$ cat src/rtl/core_frame_loader.sv
// Unpacks scheduler frames into local imem (one insn/cycle, ready back INSNS_PER_FRAME+1 cycles after start),
// launches the core once END has been written, and holds ready low until core_done.
module core_frame_loader #(
    parameter int              INSN_W          = 16,
    parameter int              INSNS_PER_FRAME = 4,
    parameter int              IMEM_AW         = 6,
    parameter int              REG_W           = 8,
    parameter int              OPC_MSB         = 15,
    parameter int              OPC_W           = 4,
    parameter logic [OPC_W-1:0] END_OPC        = 4'hF,
    parameter int              FRAME_W         = INSN_W * INSNS_PER_FRAME
) (
    input  logic               clk,
    input  logic               reset,
    input  logic               start,
    input  logic [FRAME_W-1:0] insn_data,
    input  logic               init_r0_vect,
    input  logic [REG_W-1:0]   init_r0,
    output logic               ready,
    output logic               imem_we,
    output logic [IMEM_AW-1:0] imem_addr,
    output logic [INSN_W-1:0]  imem_wdata,
    output logic               r0_we,
    output logic [REG_W-1:0]   r0_data,
    output logic               run,
    output logic [IMEM_AW-1:0] run_pc,
    input  logic               core_done,
    output logic               ovf_err
);

    localparam int                 SLOT_W    = (INSNS_PER_FRAME > 1) ? $clog2(INSNS_PER_FRAME) : 1;
    localparam logic [SLOT_W-1:0]  LAST_SLOT = SLOT_W'(INSNS_PER_FRAME - 1);
    localparam logic [IMEM_AW-1:0] MAX_PTR   = {IMEM_AW{1'b1}};

    typedef enum logic [1:0] {
        S_IDLE,
        S_LOAD,
        S_ARM,
        S_RUN
    } state_t;

    state_t              state_q, state_d;
    logic [FRAME_W-1:0]  frame_q, frame_d;
    logic [SLOT_W-1:0]   slot_q, slot_d;
    logic [IMEM_AW-1:0]  wr_ptr_q, wr_ptr_d;
    logic                end_seen_q, end_seen_d;
    logic                sup_q, sup_d;
    logic                ovf_q, ovf_d;
    logic                run_q, run_d;
    logic                r0_we_q, r0_we_d;
    logic [REG_W-1:0]    r0_data_q, r0_data_d;
    logic [INSN_W-1:0]   cur_insn;

    // The frame register shifts down one slot per LOAD cycle, so the current slot is always at the bottom.
    assign cur_insn = frame_q[INSN_W-1:0];

    always_comb begin
        state_d    = state_q;
        frame_d    = frame_q;
        slot_d     = slot_q;
        wr_ptr_d   = wr_ptr_q;
        end_seen_d = end_seen_q;
        sup_d      = sup_q;
        ovf_d      = ovf_q;
        run_d      = 1'b0;
        r0_we_d    = 1'b0;
        r0_data_d  = r0_data_q;
        imem_we    = 1'b0;

        case (state_q)
            S_IDLE: begin
                if (start) begin
                    frame_d = insn_data;
                    slot_d  = '0;
                    sup_d   = 1'b0;
                    state_d = S_LOAD;
                    if (init_r0_vect) begin
                        r0_we_d   = 1'b1;
                        r0_data_d = init_r0;
                    end
                end
            end
            S_LOAD: begin
                if (!sup_q) begin
                    imem_we = 1'b1;
                    if (cur_insn[OPC_MSB -: OPC_W] == END_OPC) begin
                        end_seen_d = 1'b1;
                    end
                    // Last imem entry: the write lands, the pointer parks, the task is forced to launch.
                    if (wr_ptr_q == MAX_PTR) begin
                        ovf_d      = 1'b1;
                        end_seen_d = 1'b1;
                        sup_d      = 1'b1;
                    end else begin
                        wr_ptr_d = wr_ptr_q + 1'b1;
                    end
                end
                frame_d = frame_q >> INSN_W;
                slot_d  = slot_q + 1'b1;
                if (slot_q == LAST_SLOT) begin
                    state_d = end_seen_d ? S_ARM : S_IDLE;
                end
            end
            S_ARM: begin
                run_d   = 1'b1;
                state_d = S_RUN;
            end
            S_RUN: begin
                if (core_done) begin
                    wr_ptr_d   = '0;
                    end_seen_d = 1'b0;
                    state_d    = S_IDLE;
                end
            end
            default: state_d = S_IDLE;
        endcase
    end

    always_ff @(posedge clk) begin
        if (reset) begin
            state_q    <= S_IDLE;
            frame_q    <= '0;
            slot_q     <= '0;
            wr_ptr_q   <= '0;
            end_seen_q <= 1'b0;
            sup_q      <= 1'b0;
            ovf_q      <= 1'b0;
            run_q      <= 1'b0;
            r0_we_q    <= 1'b0;
            r0_data_q  <= '0;
        end else begin
            state_q    <= state_d;
            frame_q    <= frame_d;
            slot_q     <= slot_d;
            wr_ptr_q   <= wr_ptr_d;
            end_seen_q <= end_seen_d;
            sup_q      <= sup_d;
            ovf_q      <= ovf_d;
            run_q      <= run_d;
            r0_we_q    <= r0_we_d;
            r0_data_q  <= r0_data_d;
        end
    end

    assign ready      = (state_q == S_IDLE);
    assign imem_addr  = wr_ptr_q;
    assign imem_wdata = cur_insn;
    assign r0_we      = r0_we_q;
    assign r0_data    = r0_data_q;
    assign run        = run_q;
    assign run_pc     = '0;
    assign ovf_err    = ovf_q;

endmodule

$ cat config.mk
export PLATFORM = sky130hd
export DESIGN_NAME = core_frame_loader
export DESIGN_NICKNAME = d
export VERILOG_FILES = /design/src/rtl/core_frame_loader.sv
export SDC_FILE = /design/constraint.sdc
export NUM_CORES = 1
export LEC_CHECK = 0
export CAP_MARGIN = 20
export CORE_AREA = 8 8 107 109
export CTS_CLUSTER_SIZE = 16
export DETAILED_ROUTE_END_ITERATION = 8
export DIE_AREA = 0 0 115 117
export PLACE_DENSITY = 0.7
export SETUP_SLACK_MARGIN = 0.1
export SYNTH_ARGS = -nofsm -noshare
export SYNTH_HDL_FRONTEND = slang
export SYNTH_SLANG_ARGS = --single-unit
$ cat constraint.sdc
create_clock -name clk -period 1.79 [get_ports clk]
set_input_delay 0.2685 -clock clk [delete_from_list [all_inputs] [get_ports clk]]
set_output_delay 0.2685 -clock clk [all_outputs]
set_load 0.01 [all_outputs]
==> impl_results.md <==
- Initial Util: 38.6%
- R2r startpoint: imem_addr[0]
- Post-Synth XOR/XNOR Area: 0%
- WL met1: 5240 microns
- P_leak: 1.95 nW
- Yosys warns: 0
- Clk network pwr share: 32.9%
- Slew Viols, Final: 0
- Power per Cell Area: 832 nW/um^2
- Critical Path Fanout Max: 5
- Total gr overflow: 0
- Skew final: 0.0137 ns
- Setup Crit Path Kind: reg2out
- Worst min-delay path class: in2reg
- Initial antenna violation count: 0
- Reg2reg setup slack: 0.24 ns
- Routed WL per cell: 14.9 microns
- Most frequent cells in the layout: 134 x nand2_1, 107 x clkdlybuf4s50_1, 84 x dfxtp_1
- Worst Path Required: 1.52 ns
- H-tree level count: 3
- Number of enable flip-flop cells after synthesis: 0
- Combinational share of power: 18.2%
- Core area: 9910 sq um
- Vias in the first global route: 3468
- Row cnt: 37
- Final wirelength: 10600 microns
- Num CTS Buffers: 9
- Int Pwr: 0.00325 W
- Mux cell area share after synthesis: 0%
- Via/cell ratio: 5.05
- Met2 WL: 4400 microns
- DRT iter0 DRCs: 173
- Synth Instances: 490
- Setup crit end kind: primary output
- Main combinational cell family by area after synthesis: simple AND/OR/NAND/NOR gates
- Synth Area in Simple Gates: 25.6%
- Count of nets after finishing: 654
- WP data arrival: 1.36 ns
- Sequential fraction of the synthesis area: 45.5%
- Hold Fails Final Rpt: 0
- Synth Cell Area: 3820 sq um
- Commonest non-fill, non-tap cell in the layout: nand2_1
- Top sig layer: met4
- # setup viols final: 0
- Die width: 115 microns
- RSZ-0062 raised after global routing: yes
- Share of cells above drive strength 1: 7.59%
- GRT Overall Usage: 15.9%
- Via count: 3617
- IO Pins: 118
- Synth Area in Compound Gates: 18.8%
- Synth Area in Adders: 0.654%
- Worst reg-to-reg path cell count: 5
- Post-synth ARST share: 0%
- Global-route wire length before repair: 17200 microns
- # Max-Cap Violations: 0
- GP Congestion: 0.794
- Placed inst area: 5050 sq um
- Slowest CP cell: clkdlybuf4s50_1
- Min Tclk post-route: 1.63 ns
- Post-route setup TNS: 0 ns
- Library cells used by synthesis: 36
- Largest net degree at the start of global routing: 55
- Critical Path, Cell by Cell: buf_4 -> clkdlybuf4s50_1
- Fmax: 613 MHz
- Clk Latency, worst-skew pair: 0.35 ns
- Crit-path max cell delay: 0.53 ns
- Power share of the sequential group: 48.9%
- Reg2reg end: imem_addr[4]
- # diodes: 0
- Critical Path Start Type: register
- Syn avg cell area: 7.81 sq um
- TritonCTS clock tree: built
- Vert. Die Dim: 117 microns
- PortBufs: 111
- Hold Buf Count CTS: 0
- Detailed Routing Iterations Pass 1: 4
- Net Sw Power: 0.00114 W
- Clock Pin Slew Worst Setup and Hold Paths: 0.09 ns
- Remaining DRCs: 0
- Hold Path End: imem_addr[4]
- Status: completed
- Placed insts: 699
- Die area: 13500 sq um
- Sw frac: 25.9%
- Design Area, Final: 5270 sq um
- Maximum VDD drop: 0.000516 V
- Tcrit/Tclk final: 91.1%
- Yosys reg bits: 87
- Number of routed nets with antenna violations: 0
- Hold path depth: 2
- Worst hold path startpoint: reset
- Clock Path Buffers: 2
- P&R area growth vs syn: 37.8%
- Synth Flop Type: dfxtp_1
- Finished Layout Cells: 716
- Root Driver: clkbuf_8
- Routed wl met3: 840 microns
- Clock sink count: 87
- Hpwl dp: 7470 microns
-- power groups by stage --
| stage | clock (W) | combinational [W] | sequential [W] |
|---|---|---|---|
| after floorplan | 0 | 0.000431 | 0.00218 |
| after global placement | 0 | 0.000787 | 0.00219 |
| after detailed placement | 0 | 0.000797 | 0.00219 |
| after CTS | 0.00148 | 0.000800 | 0.00214 |
| after global routing | 0.00157 | 0.000877 | 0.00216 |
| final | 0.00144 | 0.000799 | 0.00214 |
-- layout make-up --
class | count | area, sq um
Clock buffer | 14 | 173
Clock inverter | 2 | 37.5
Timing Repair Buffer | 130 | 1360
Sequential cell | 87 | 1750
Fill cell | 953 | 4640
Multi-Input combinational cell | 343 | 1770
Inverter | 4 | 15.0
Tap cell | 136 | 170
-- worst max-delay path, delay by kind of cell, from the launching register on --
kind,cells,cell delay [ns]
buffers and inverters,2,0.67
flip-flops,1,0.34
-- metal layers --
layer	vias up	global-route usage (%)
met4	0	5.69
met5	-	0
met3	13	6.05
met1	1672	21.1
li1	1833	-
met2	99	23.0
-- logic make-up (layout without fill, tap and decap cells) --
group	count (synthesis)	count (layout)
AOI/OAI and AO/OA	100	100
adders and majority gates	2	2
buffers and inverters	66	150
DFF	87	87
other	1	6
and+or+nand+nor	234	235
-- metrics by stage --
step | total power (W) | worst slack [ns] | hold slack (ns) | utilization [%]
6_report | 0.00439 | 0.159 | 0.236 | 53.2
5_1_grt | 0.00461 | 0.0953 | 0.234 | 53.2
4_1_cts | 0.00442 | 0.0410 | 0.220 | 53.1
3_5_place_dp | 0.00299 | 0.0304 | 0.449 | 51.0
3_3_place_gp | 0.00297 | 0.0583 | 0.441 | 51.0
2_1_floorplan | 0.00261 | 0.211 | 0.404 | -
-- sequential cells by signal, indices dropped and copies added (netlist names), named ones only --
signal / flops
end_seen_q: 1
frame_q: 64
imem_addr: 6
ovf_err: 1
r0_data: 8
r0_we: 1
run: 1
slot_q: 2
state_q: 1
sup_q: 1
-- cells in the mapped netlist (2+ instances only) --
master,count,share of area [%]
o21ai_0,6,0.79
nand2b_1,3,0.49
a31oi_1,3,0.49
o21a_1,2,0.39
buf_2,16,2.1
and2_1,4,0.65
nor3b_1,2,0.39
nand3_1,23,3.0
buf_4,23,4.5
or4b_1,2,0.52
nand2_1,135,13
nor2_1,55,5.4
buf_1,2,0.20
clkbuf_1,21,2.1
o31ai_1,2,0.39
a311oi_1,49,11
a21oi_1,31,4.1
nand4_1,3,0.49
dfxtp_1,87,46
ha_1,2,0.65
inv_1,4,0.39
-- timing repair --
action,CTS,global route
resized for setup,4,4
gates cloned,0,1
endpoints found under the setup margin,4,9
setup buffers,0,0
pin swaps,0,0
-- worst max-delay path by stage --
stage	from	to	slack, ns	cells after the start
finish	imem_addr[1]	imem_addr[1]	0.16	2
global route	register	r0_data[3]	0.1	6
CTS	sup_q	imem_we	0.04	3
detailed placement	start	r0_data[0]	0.03	6
global placement	start	frame_q[6]	0.06	6
floorplan	imem_addr[0]	imem_addr[4]	0.21	5
Note: power is estimated with default switching activity, not from simulation.
